File: config.mk
export PLATFORM = sky130hd
export DESIGN_NAME = stack_sequencer
export DESIGN_NICKNAME = d
export VERILOG_FILES = /design/src/rtl/stack_sequencer.sv
export SDC_FILE = /design/constraint.sdc
export NUM_CORES = 1
export LEC_CHECK = 0
export ABC_AREA = 1
export BUFFER_PORTS_ARGS = -buffer_cell sky130_fd_sc_hd__buf_2
export CORE_AREA = 3 3 76 78
export DETAILED_ROUTE_END_ITERATION = 7
export DIE_AREA = 0 0 79 81
export PLACE_DENSITY = 0.81
export SLEW_MARGIN = 20
export SYNTH_ARGS = -nofsm -noshare
export SYNTH_HDL_FRONTEND = slang
export SYNTH_SLANG_ARGS = --single-unit
File: constraint.sdc
create_clock -name clk -period 2.14 [get_ports clk]
set_clock_uncertainty 0.1 [all_clocks]
set_input_delay 0.107 -clock clk [delete_from_list [all_inputs] [get_ports clk]]
set_output_delay 0.107 -clock clk [all_outputs]
set_load 0.02 [all_outputs]
File: src/rtl/stack_sequencer.sv
// Command front-end for the register stack: checks depth limits and issues one or two primitive stack ops.
// Optional high-water-mark output enabled by defining STACK_SEQ_HWM_EN.
module stack_sequencer #(
  parameter int STACK_SIZE = 64,
  parameter int DEPTH_W    = 7
) (
  input  logic               clk,
  input  logic               reset,
  input  logic               cmd_valid,
  output logic               cmd_ready,
  input  logic [3:0]         cmd_op,
  input  logic [15:0]        cmd_imm,
  input  logic [15:0]        top_a,
  input  logic [15:0]        top_b,
  output logic [2:0]         stack_op,
  output logic [15:0]        stack_w,
  output logic               stack_clr,
  output logic               done,
  output logic               err,
  output logic [1:0]         err_code,
  output logic [DEPTH_W-1:0] depth
`ifdef STACK_SEQ_HWM_EN
  ,
  output logic [DEPTH_W-1:0] hwm
`endif
);

  typedef enum logic [1:0] {IDLE, STEP1, STEP2, ERR} state_t;
  typedef enum logic [1:0] {W_ZERO, W_IMM, W_A, W_B} wsel_t;

  state_t             state, state_nxt;
  logic               clr_r, clr_nxt;
  logic [2:0]         op_nxt;
  logic [15:0]        w_nxt, w_sel;
  logic               done_nxt, err_nxt, depth_upd;
  logic [1:0]         code_nxt;
  logic [DEPTH_W-1:0] depth_nxt;
  logic               two_q;
  logic signed [2:0]  delta_q;

  logic               d_legal, d_two, d_clr;
  logic [1:0]         d_min, d_room;
  logic [2:0]         d_op1;
  wsel_t              d_wsel;
  logic signed [2:0]  d_delta;

  function automatic logic underflows(input logic [DEPTH_W-1:0] d, input logic [1:0] min_d);
    return int'(d) < int'(min_d);
  endfunction

  // room = entries the command adds; zero room never overflows
  function automatic logic exceeds(input logic [DEPTH_W-1:0] d, input logic [1:0] room);
    return (int'(d) + int'(room)) > STACK_SIZE;
  endfunction

  always_comb begin
    d_legal = 1'b1;
    d_two   = 1'b0;
    d_clr   = 1'b0;
    d_min   = 2'd0;
    d_room  = 2'd0;
    d_op1   = 3'd0;
    d_wsel  = W_ZERO;
    d_delta = 3'sd0;
    case (cmd_op)
      4'd0:  ;
      4'd1:  begin d_room = 2'd1; d_op1 = 3'd1; d_wsel = W_IMM; d_delta = 3'sd1; end
      4'd2:  begin d_min = 2'd1; d_op1 = 3'd3; d_delta = -3'sd1; end
      4'd3:  begin d_min = 2'd1; d_room = 2'd1; d_op1 = 3'd1; d_wsel = W_A; d_delta = 3'sd1; end
      4'd4:  begin d_min = 2'd2; d_op1 = 3'd5; end
      4'd5:  begin d_min = 2'd2; d_room = 2'd1; d_op1 = 3'd1; d_wsel = W_B; d_delta = 3'sd1; end
      4'd6:  begin d_min = 2'd2; d_op1 = 3'd2; d_wsel = W_A; d_delta = -3'sd1; end
      4'd7:  begin d_min = 2'd2; d_op1 = 3'd4; d_delta = -3'sd2; end
      4'd8:  begin d_min = 2'd2; d_room = 2'd2; d_op1 = 3'd1; d_wsel = W_B; d_two = 1'b1; d_delta = 3'sd2; end
      4'd9:  begin d_min = 2'd2; d_room = 2'd1; d_op1 = 3'd5; d_two = 1'b1; d_delta = 3'sd1; end
      4'd10: begin d_min = 2'd2; d_op1 = 3'd2; d_wsel = W_IMM; d_delta = -3'sd1; end
      4'd11: d_clr = 1'b1;
      default: d_legal = 1'b0;
    endcase
  end

  always_comb begin
    w_sel = 16'h0000;
    case (d_wsel)
      W_IMM:   w_sel = cmd_imm;
      W_A:     w_sel = top_a;
      W_B:     w_sel = top_b;
      default: w_sel = 16'h0000;
    endcase
  end

  always_comb begin
    state_nxt = state;
    op_nxt    = 3'd0;
    w_nxt     = 16'h0000;
    clr_nxt   = 1'b0;
    done_nxt  = 1'b0;
    err_nxt   = 1'b0;
    code_nxt  = err_code;
    depth_upd = 1'b0;
    case (state)
      IDLE: if (cmd_valid) begin
        if (!d_legal) begin
          state_nxt = ERR; err_nxt = 1'b1; code_nxt = 2'd3;
        end else if (underflows(depth, d_min)) begin
          state_nxt = ERR; err_nxt = 1'b1; code_nxt = 2'd1;
        end else if (exceeds(depth, d_room)) begin
          state_nxt = ERR; err_nxt = 1'b1; code_nxt = 2'd2;
        end else begin
          state_nxt = STEP1;
          op_nxt    = d_op1;
          w_nxt     = w_sel;
          clr_nxt   = d_clr;
          done_nxt  = !d_two;
        end
      end
      // Both two-step commands finish with a push of the post-STEP1 second entry
      STEP1: if (two_q) begin
        state_nxt = STEP2; op_nxt = 3'd1; w_nxt = top_b; done_nxt = 1'b1;
      end else begin
        state_nxt = IDLE; depth_upd = 1'b1;
      end
      STEP2: begin state_nxt = IDLE; depth_upd = 1'b1; end
      default: state_nxt = IDLE;
    endcase
  end

  assign depth_nxt = clr_r ? '0 : depth + {{(DEPTH_W-3){delta_q[2]}}, delta_q};
  assign cmd_ready = (state == IDLE);
  assign stack_clr = clr_r | reset;

  // issue stage: registered outputs toward the stack
  always_ff @(posedge clk) begin
    if (reset) begin
      state    <= IDLE;
      stack_op <= 3'd0;
      stack_w  <= 16'h0000;
      clr_r    <= 1'b0;
      done     <= 1'b0;
      err      <= 1'b0;
      err_code <= 2'd0;
      depth    <= '0;
    end else begin
      state    <= state_nxt;
      stack_op <= op_nxt;
      stack_w  <= w_nxt;
      clr_r    <= clr_nxt;
      done     <= done_nxt;
      err      <= err_nxt;
      err_code <= code_nxt;
      if (depth_upd) depth <= depth_nxt;
    end
  end

  always_ff @(posedge clk) begin
    if (cmd_valid && state == IDLE) begin
      two_q   <= d_two;
      delta_q <= d_delta;
    end
  end

`ifdef STACK_SEQ_HWM_EN
  always_ff @(posedge clk) begin
    if (reset) hwm <= '0;
    else if (depth_upd) hwm <= clr_r ? '0 : ((depth_nxt > hwm) ? depth_nxt : hwm);
  end
`endif

endmodule
==> summary.txt, run 1 <==
Setup path
  • Worst endpoint required time: 2.28 ns
  • Cell family with most CP delay: adder cells
  • Crit path buffers/inverters: 4
  • Worst Path Arrival: 2.35 ns
  • Largest stage delay, worst path: roughly 0.49 ns
  • Cell Chain, Critical Path: ha_4 > inv_2 > fa_1 > inv_2 > nor2_4 > nand2_1 > nand2_1 > nand3_1 > nand2_2 > inv_2 > nor2_4 > buf_12 > nand4_1 > a21oi_2
  • Crit-path max FO: 17
  • Critical path's slowest cell: fa_1
  • Top cell by count, worst path: inv_2
  • Critical path type: flip-flop to flip-flop
  • CP Launch Type: flip-flop
  • Critical Path End Type: flip-flop

Power
  • Reg power frac: 0.383
  • Cell Pwr Density: 647 nW/um^2
  • P_int: 0.00133 W
  • Combinational Power Share: 0.363
  • Max IR drop VDD: 0.312 mV
  • P_sw: roughly 0.00077 W
  • Sw frac: 0.368
  • Pleak: between 1.5 and 2 nW
  • Clk network pwr share: 0.254

CTS
  • Root buf cell: clkbuf_8
  • Reg clk slew, reported paths: ~0.08 ns
  • CTS tree: yes
  • Num CTS Buffers: 5
  • Clock tree sinks: 37
  • Postcts setup bufs: 0
  • Clk_lat worst skew: approximately 0.30 ns
  • CTS Buffer Depth: 2
  • H-tree depth: 2

Logic synthesis
  • Synth unique cells: 35
  • Mapped Avg Cell Area: 6.89 sq um
  • Simple-gate portion of the synthesized area: 0.384
  • Post-Synth Adder-Cell Area: 0.0824
  • Yosys warning count: 0
  • Largest family of logic cells by synthesized area: simple AND/OR/NAND/NOR gates
  • EDFF count, synth: 4
  • Complex-gate fraction of the synthesized area: 0.106
  • Synthesis-stage register bit count: 37
  • XOR/XNOR Fraction of Synth Area: 0.0114
  • Mux cell area share after synthesis: 0
  • Predominant post-synthesis flop cell: dfxtp_1
  • Post-synthesis sequential area ratio: 0.338
  • Gate Count Post-Synth: approximately 340
  • Syn Std Cell Area: about 2300 sq um
  • FFs w/ async S/R, synth: 0
  • Syn nets: 404

Global route
  • Largest net degree at the start of global routing: 28
  • GRT Residual Overflow: 0
  • Met3 usage: 0.0488
  • GR met2 Demand/Resource: 0.393
  • Met1 usage: 0.269
  • Most crowded layer after global routing: met2
  • Initial antenna violation count: 0
  • First-pass GRT wire length: roughly 12 mm
  • Number of global-route vias before repair: 2,645
  • GRT Total Usage: 0.227

STA
  • Maximum clock rate: 452 MHz
  • Tcrit/Tclk final: 1.03
  • Final setup margin: -0.0733 ns
  • Max-slew violation count: 0
  • Unrepaired setup endpoints after global routing: true
  • Least-Margin Pin Slew: 0.576 ns
  • Final worst path period need: 2.21 ns
  • Max_slew headroom: 0.616
  • Setup violators final: 16
  • Final hold violation count: 0

Floorplan
  • Die Ht: 81 microns
  • Cell Rows: 26
  • Die Area: between 6000 and 7000 sq um
  • Core ar.: 5140 sq um
  • Io pins: 87
  • Width of the chip: 79 microns
  • Initial Utilization: 0.449

Placed design
  • Post-DP Area: 2930 sq um
  • Buffers added on ports: 86
  • Detail Placement HPWL: 4.97 mm
  • Worst slack, placed: -0.290 ns
  • Placer Congestion: 0.914

Final layout
  • Area of the multi-input gates: 1400 sq um
  • Nets: 523
  • # diodes: 0
  • Filler cells: roughly 470
  • Syn-to-layout area delta: 40.4%
  • Seq. cell area: 786 sq um
  • Post-route cell area: 3240 sq um
  • Share of cells above drive strength 1: 0.325

Min path
  • Worst hold path type: primary input to flip-flop

Detailed routing
  • Wire per inst: 13.2 microns
  • Via count: approximately 2,700
  • Avg Vias per Cell: about 5.1
  • DRT iter0 DRCs: 208
  • Drt pass-1 iters: 4
  • DR DRC count: 0
  • Drt total wl: 6.94 mm
  • Antenna-violating nets left: 0

Job
  • Max-cap violations: 0

Outcome
  • Outcome: finished with violations
  • Failing checks: negative setup slack
## worst paths after layout
path,depth (start not counted),slack (ns),end,from
worst max-delay path,14,-0.07,stack_w[15],depth[0]
worst min-delay path,5,0.09,stack_w[14],top_a[14]
worst max register to register,14,-0.07,stack_w[15],depth[0]
worst min register to register,2,0.35,err_code[1],err_code[1]
## state kept, by name, summed over array words and instances, names as in the netlist
| name | count |
|---|---|
| err_code | 2 |
| state | 2 |
| stack_op | 3 |
| two_q | 1 |
| clr_r | 1 |
| stack_w | 16 |
| done | 1 |
| err | 1 |
| depth | 7 |
| delta_q | 3 |
## cell usage in the layout (no fill, tap or decap), types with 5 or more instances in the layout
master / count
nor2_1: 14
clkbuf_8: 6
dlygate4sd3_1: 17
buf_2: 86
buf_4: 18
inv_1: 24
inv_2: 5
nand2_1: 113
nand3_1: 25
dfxtp_1: 31
nand4_1: 18
nand2_2: 7
ha_1: 11
a21oi_1: 27
a21oi_2: 5
## layer usage
layer | wire, microns | vias to the layer above
li1 | - | 1344
met2 | 3490 | 105
met1 | 2820 | 1208
met3 | 458 | 20
met5 | 0 | -
met4 | 176 | 0
## synthesized netlist by cell type (all sizes together) (4+ instances only)
master	count	area, sq um
a21oi	32	160
nand3	28	155
clkbuf	4	15.0
buf	6	51.3
nand4	18	113
or2	5	31.3
nor2	19	91.3
nand2	121	474
inv	29	109
ha	12	150
edfxtp	4	120
dfxtp	33	661
o21ai	6	30.0
## stage by stage
stage	hold WS [ns]	std cells	total power, W	TNS, ns	utilization
after floorplan	0.156	335	0.00128	-0.215	-
after global placement	0.277	500	0.00151	-2.66	0.571
after detailed placement	0.279	500	0.00153	-5.57	0.571
after CTS	0.0942	525	0.00208	-0.0563	0.626
after global routing	0.128	525	0.00222	-2.63	0.631
final	0.0929	525	0.00210	-0.540	0.631
## cell families after synthesis
group,after synthesis
buf+inv,40
compound gates,46
simple gates,195
flops,37
fa+ha+maj,14
xor+xnor,3
## final cells by class
cell class | instances | area share
Clock inverter | 2 | 0.00425
Timing Repair Buffer | 122 | 0.233
Tap cell | 70 | 0.0270
Sequential cell | 37 | 0.242
Multi-Input combinational cell | 258 | 0.433
Clock buffer | 6 | 0.0255
Inverter | 30 | 0.0347
## power groups by stage
stage / registers (W) / clock network [W] / logic, W
after floorplan: 0.000861 / 0 / 0.000416
after global placement: 0.000813 / 0 / 0.000692
after detailed placement: 0.000816 / 0 / 0.000711
after CTS: 0.000802 / 0.000529 / 0.000744
after global routing: 0.000811 / 0.000561 / 0.000850
final: 0.000803 / 0.000532 / 0.000762
## worst min-delay path: cells and delay by family
kind / cells / cell delay, ns
and+or+nand+nor: 3 / 0.20
buffers and inverters: 1 / 0.09
AOI/OAI and AO/OA: 1 / 0.05
## repair_timing
action / CTS / global route
gates resized for setup: 4 / 8
endpoints found under the hold margin: 17 / 0
endpoints found under the setup margin: 19 / 23
pin swaps: 1 / 1
hold buffers: 17 / 0
Note: power is estimated with default switching activity, not from simulation.
==> inputs of run 2 (changes only) <==
GPL_ROUTABILITY_DRIVEN = 0   (was unset)
REMOVE_ABC_BUFFERS = 1   (was unset)
==> summary.txt, run 2 (synthesis gave the netlist of run 1 again) <==
Placed design
  • Worst slack, placed: -0.314 ns
  • Detail Placement HPWL: 5.11 mm
  • DP Cell Count: about 500
  • Post-DP Area: 2950 sq um
  • Buffers added on ports: 86

Setup path
  • CP Launch Type: flip-flop
  • Critical Path End Type: flip-flop
  • Worst endpoint required time: 2.27 ns
  • Worst Path Arrival: between 2 and 2.5 ns
  • Crit-path max FO: 9
  • Critical path type: flip-flop to flip-flop

STA
  • Setup violators final: 21
  • Unrepaired setup endpoints after global routing: true
  • Tcrit/Tclk final: 1.04
  • Total Neg Setup Slack: -1.01 ns
  • Max-slew violation count: 0
  • Final worst path period need: 2.23 ns
  • Max_slew headroom: 0.671
  • Maximum clock rate: 449 MHz
  • Least-Margin Pin Slew: between 0.4 and 0.5 ns
  • Final hold violation count: 0
  • Final setup margin: -0.0884 ns

CTS
  • Root buf cell: clkbuf_8
  • Reg clk slew, reported paths: 0.08 ns
  • Clock tree sinks: 37
  • CTS Buffer Depth: 2
  • CTS tree: yes
  • Num CTS Buffers: 5
  • Clk_lat worst skew: 0.29 ns
  • H-tree depth: 2

Detailed routing
  • Via count: between 2,000 and 3,000
  • Wire per inst: 14.2 microns
  • DRT iter0 DRCs: around 180
  • Drt pass-1 iters: 5
  • Antenna-violating nets left: 0
  • Avg Vias per Cell: 5.23
  • DR DRC count: 0
  • Drt total wl: between 7 and 8 mm

Final layout
  • Post-route cell area: 3370 sq um
  • # diodes: 0
  • Top flop regs: stack_w: 16 flops, depth: 7 flops
  • Share of cells above drive strength 1: 0.340
  • Post-Layout Cell Count: 532
  • Nets: 530
  • Util after Layout: 0.655
  • Filler cells: 434
  • Most common cell after layout, fill and taps aside: nand2_1
  • Syn-to-layout area delta: 45.8%
  • Commonest non-fill, non-tap cells in the layout: 114 x nand2_1, 86 x buf_2, 32 x dfxtp_1
  • Max FFs per register: 16
  • Register name with the most flops: stack_w

Outcome
  • Outcome: finished with violations
  • Failing checks: negative setup slack

Floorplan
  • Initial Utilization: 0.449
  • Io pins: 87
  • Width of the chip: between 70 and 80 microns
  • Cell Rows: 26
  • Core ar.: approximately 5000 sq um
  • Die Ht: around 81 microns
  • Die Area: 6400 sq um

Global route
  • GRT Total Usage: 0.231
  • Number of global-route vias before repair: approximately 2,600
  • First-pass GRT wire length: 11.7 mm
  • Largest net degree at the start of global routing: 17
  • Initial antenna violation count: 0
  • GRT Residual Overflow: 0

Power
  • Cell Pwr Density: around 690 nW/um^2
  • Max IR drop VDD: roughly 0.3 mV
  • Pleak: 1.68 nW

Job
  • Max-cap violations: 0

Min path
  • Worst hold path type: primary input to flip-flop
## run 2: repair_timing
item | CTS | global route
setup buffers | 2 | 1
endpoints found under the setup margin | 16 | 25
pin swaps | 3 | 3
cloned | 1 | 0
hold buffers | 16 | 0
hold endpoints to repair | 16 | 0
gates resized for setup | 9 | 19
## run 2: report_power, final
| part | switching, W | internal (W) | total (W) |
|---|---|---|---|
| sequential | 0.0000423 | 0.000761 | 0.000803 |
| clock | 0.000267 | 0.000379 | 0.000646 |
| combinational | 0.000507 | 0.000365 | 0.000872 |
| total | 0.000816 | 0.00150 | 0.00232 |
## run 2: through the flow
step | hold slack [ns] | power, W
floorplan | 0.0761 | 0.00125
global placement | 0.276 | 0.00152
detailed placement | 0.281 | 0.00154
CTS | 0.00138 | 0.00226
global route | 0.0110 | 0.00243
finish | 0.00464 | 0.00232
## run 2: area by class of cell
class                      instances  area [sq um]  share of cell area
timing repair buffer             129           835               0.248
multi-input combinational        258          1430               0.424
clock inverter                     2          37.5              0.0112
inverter                          30           113              0.0335
sequential                        37           785               0.233
clock buffer                       6          82.6              0.0245
tap                               70          87.6              0.0260
## run 2: layer usage
layer	part of all wire	global-route usage
met4	0.028	0.112
met3	0.089	0.0654
met5	0	0
met2	0.49	0.403
met1	0.40	0.259
## run 2: worst paths after layout
path                             startpoint     endpoint  slack [ns]  cells past startpoint
worst max-delay path               depth[0]   stack_w[3]       -0.09                     14
worst min-delay path               top_b[3]   stack_w[3]       0.005                      3
worst max register to register     depth[0]   stack_w[3]       -0.09                     14
worst min register to register  err_code[1]  err_code[1]        0.37                      2
## run 2: worst max-delay path, cell delays in order, from the launching register on
cell and delay (ns):
dfxtp_4 0.37, ha_4 0.13, inv_2 0.03, fa_1 0.47
inv_1 0.04, nor2_2 0.09, nand2_1 0.06, nand2_1 0.10
nand3_2 0.09, nand2_2 0.09, inv_2 0.05, nor2_4 0.14
buf_12 0.14, nand4_1 0.08, a21oi_1 0.18
==> inputs of run 3 (changes only) <==
CELL_PAD_IN_SITES_DETAIL_PLACEMENT = 1   (was unset)
CELL_PAD_IN_SITES_GLOBAL_PLACEMENT = 2   (was unset)
CORE_AREA = 3 3 95 97   (was 3 3 76 78)
DIE_AREA = 0 0 98 100   (was 0 0 79 81)
PLACE_DENSITY = 0.9   (was 0.81)
clock period = 2.57 ns   (was 2.14 ns; I/O delays follow)
==> summary.txt, run 3 (synthesis gave the netlist of run 1 again) <==
CTS
  • Num CTS Buffers: 5
  • H-tree depth: 2
  • CTS tree: yes
  • Clock tree sinks: 37
  • Reg clk slew, reported paths: 0.08 ns
  • Clk_lat worst skew: 0.29 ns
  • Root buf cell: clkbuf_8
  • Postcts setup bufs: 0
  • CTS Buffer Depth: 2

Final layout
  • Top flop regs: stack_w: 16 flops, depth: 7 flops
  • Nets: 508
  • # diodes: 0
  • Filler cells: between 1,000 and 1,500
  • Max FFs per register: 16
  • Most common cell after layout, fill and taps aside: nand2_1
  • Share of cells above drive strength 1: 0.275
  • Commonest non-fill, non-tap cells in the layout: 115 x nand2_1, 86 x buf_2, 33 x dfxtp_1
  • Syn-to-layout area delta: 33.7%
  • Register name with the most flops: stack_w

Power
  • Sw frac: 0.376
  • Cell Pwr Density: 547 nW/um^2
  • Max IR drop VDD: roughly 0.23 mV
  • Pleak: 1.55 nW
  • Combinational Power Share: 0.364
  • Reg power frac: 0.396
  • P_sw: roughly 0.00063 W
  • P_int: 0.00105 W
  • Clk network pwr share: 0.240

Detailed routing
  • Avg Vias per Cell: 4.79
  • Drt pass-1 iters: 4
  • Antenna-violating nets left: 0
  • DR DRC count: 0
  • DRT iter0 DRCs: 50
  • Wire per inst: 14.4 microns
  • Drt total wl: between 7 and 8 mm
  • Via count: about 2,600

Min path
  • Worst hold path type: primary input to flip-flop

Setup path
  • Critical path type: flip-flop to flip-flop
  • Setup crit start: depth[0]
  • CP Launch Type: flip-flop
  • Reg2Reg Setup Slack: 0.32 ns
  • R2R Path Start: depth[0]
  • Crit-path max FO: 17
  • Worst endpoint required time: 2.69 ns
  • RR Endpoint: stack_w[7]
  • Worst Path Arrival: 2.37 ns
  • Critical Path End Type: flip-flop
  • R2R depth: 14
  • Critical Path End: stack_w[7]

STA
  • Unrepaired setup endpoints after global routing: false
  • Max-slew violation count: 0
  • Tcrit/Tclk final: 0.875
  • Setup violators final: 0
  • Final worst path period need: 2.25 ns
  • Final hold violation count: 0
  • Smallest hold slack: approximately 0.013 ns
  • Total Neg Setup Slack: 0 ns
  • Maximum clock rate: 444 MHz
  • Least-Margin Pin Slew: 0.563 ns
  • Max_slew headroom: 0.625

Floorplan
  • Core ar.: 8220 sq um
  • Width of the chip: 98 microns
  • Die Area: ~9800 sq um
  • Cell Rows: 33
  • Initial Utilization: 0.281
  • Io pins: 87
  • Die Ht: 100 microns

Job
  • Max-cap violations: 0

Global route
  • Initial antenna violation count: 0
  • Largest net degree at the start of global routing: 28
  • Number of global-route vias before repair: 2,757
  • GRT Total Usage: 0.166
  • GRT Residual Overflow: 0
  • First-pass GRT wire length: 13.3 mm

Outcome
  • Outcome: completed

Placed design
  • Buffers added on ports: 86
  • Detail Placement HPWL: between 6 and 7 mm
[run 3: stage by stage]
stage	cells	instance area, sq um	total power [W]	worst slack [ns]	utilization
CTS	545	3090	0.00172	0.323	0.376
global placement	525	2880	0.00127	0.159	0.351
detailed placement	525	2880	0.00129	0.0618	0.351
global route	545	3090	0.00182	0.116	0.376
floorplan	325	2240	0.00104	0.306	-
finish	545	3090	0.00169	0.320	0.376
[run 3: layout make-up]
type / count / area (sq um) / area share
clock inverter: 2 / 10.0 / 0.00324
inverter: 30 / 113 / 0.0365
tap: 105 / 131 / 0.0426
sequential: 37 / 781 / 0.253
clock buffer: 6 / 72.6 / 0.0235
multi-input combinational: 258 / 1350 / 0.437
timing repair buffer: 107 / 631 / 0.204
[run 3: power groups by stage]
stage / Clock [W] / Sequential, W / Combinational, W
finish: 0.000405 / 0.000668 / 0.000614
global route: 0.000447 / 0.000676 / 0.000694
global placement: 0 / 0.000679 / 0.000587
CTS: 0.000427 / 0.000669 / 0.000621
floorplan: 0 / 0.000717 / 0.000320
detailed placement: 0 / 0.000682 / 0.000604
[run 3: what timing repair did]
item | in CTS | in global routing
resized for setup | 0 | 0
hold buffers | 12 | 0
hold endpoints to repair | 12 | 0
[run 3: metal layers]
| metal | part of all wire | up-vias | GRT usage |
|---|---|---|---|
| met5 | 0 | - | 0 |
| met4 | 0.017 | 0 | 0.0426 |
| met3 | 0.063 | 8 | 0.0417 |
| met2 | 0.45 | 78 | 0.286 |
| met1 | 0.47 | 1208 | 0.207 |
| li1 | - | 1317 | - |
[run 3: critical path, stage by stage (launching register included)]
cell,delay (ns)
dfxtp_1,0.35
ha_1,0.17
inv_1,0.05
fa_1,0.47
inv_1,0.04
nor2_1,0.13
nand2_1,0.07
nand2_1,0.07
nand3_1,0.06
nand2_1,0.10
inv_1,0.08
nor2_4,0.10
buf_12,0.15
nand4_1,0.08
a21oi_1,0.16
[run 3: how the worst min path moves through the flow]
stage,start,end,slack (ns),cells after the start
3_5_place_dp,top_b[0],stack_w[0],0.31,3
2_1_floorplan,reset,depth[0],0.1,1
3_3_place_gp,top_b[7],stack_w[7],0.30,3
5_1_grt,top_b[13],stack_w[13],0.02,3
4_1_cts,top_b[13],stack_w[13],0.0002,3
6_report,top_b[13],stack_w[13],0.01,3
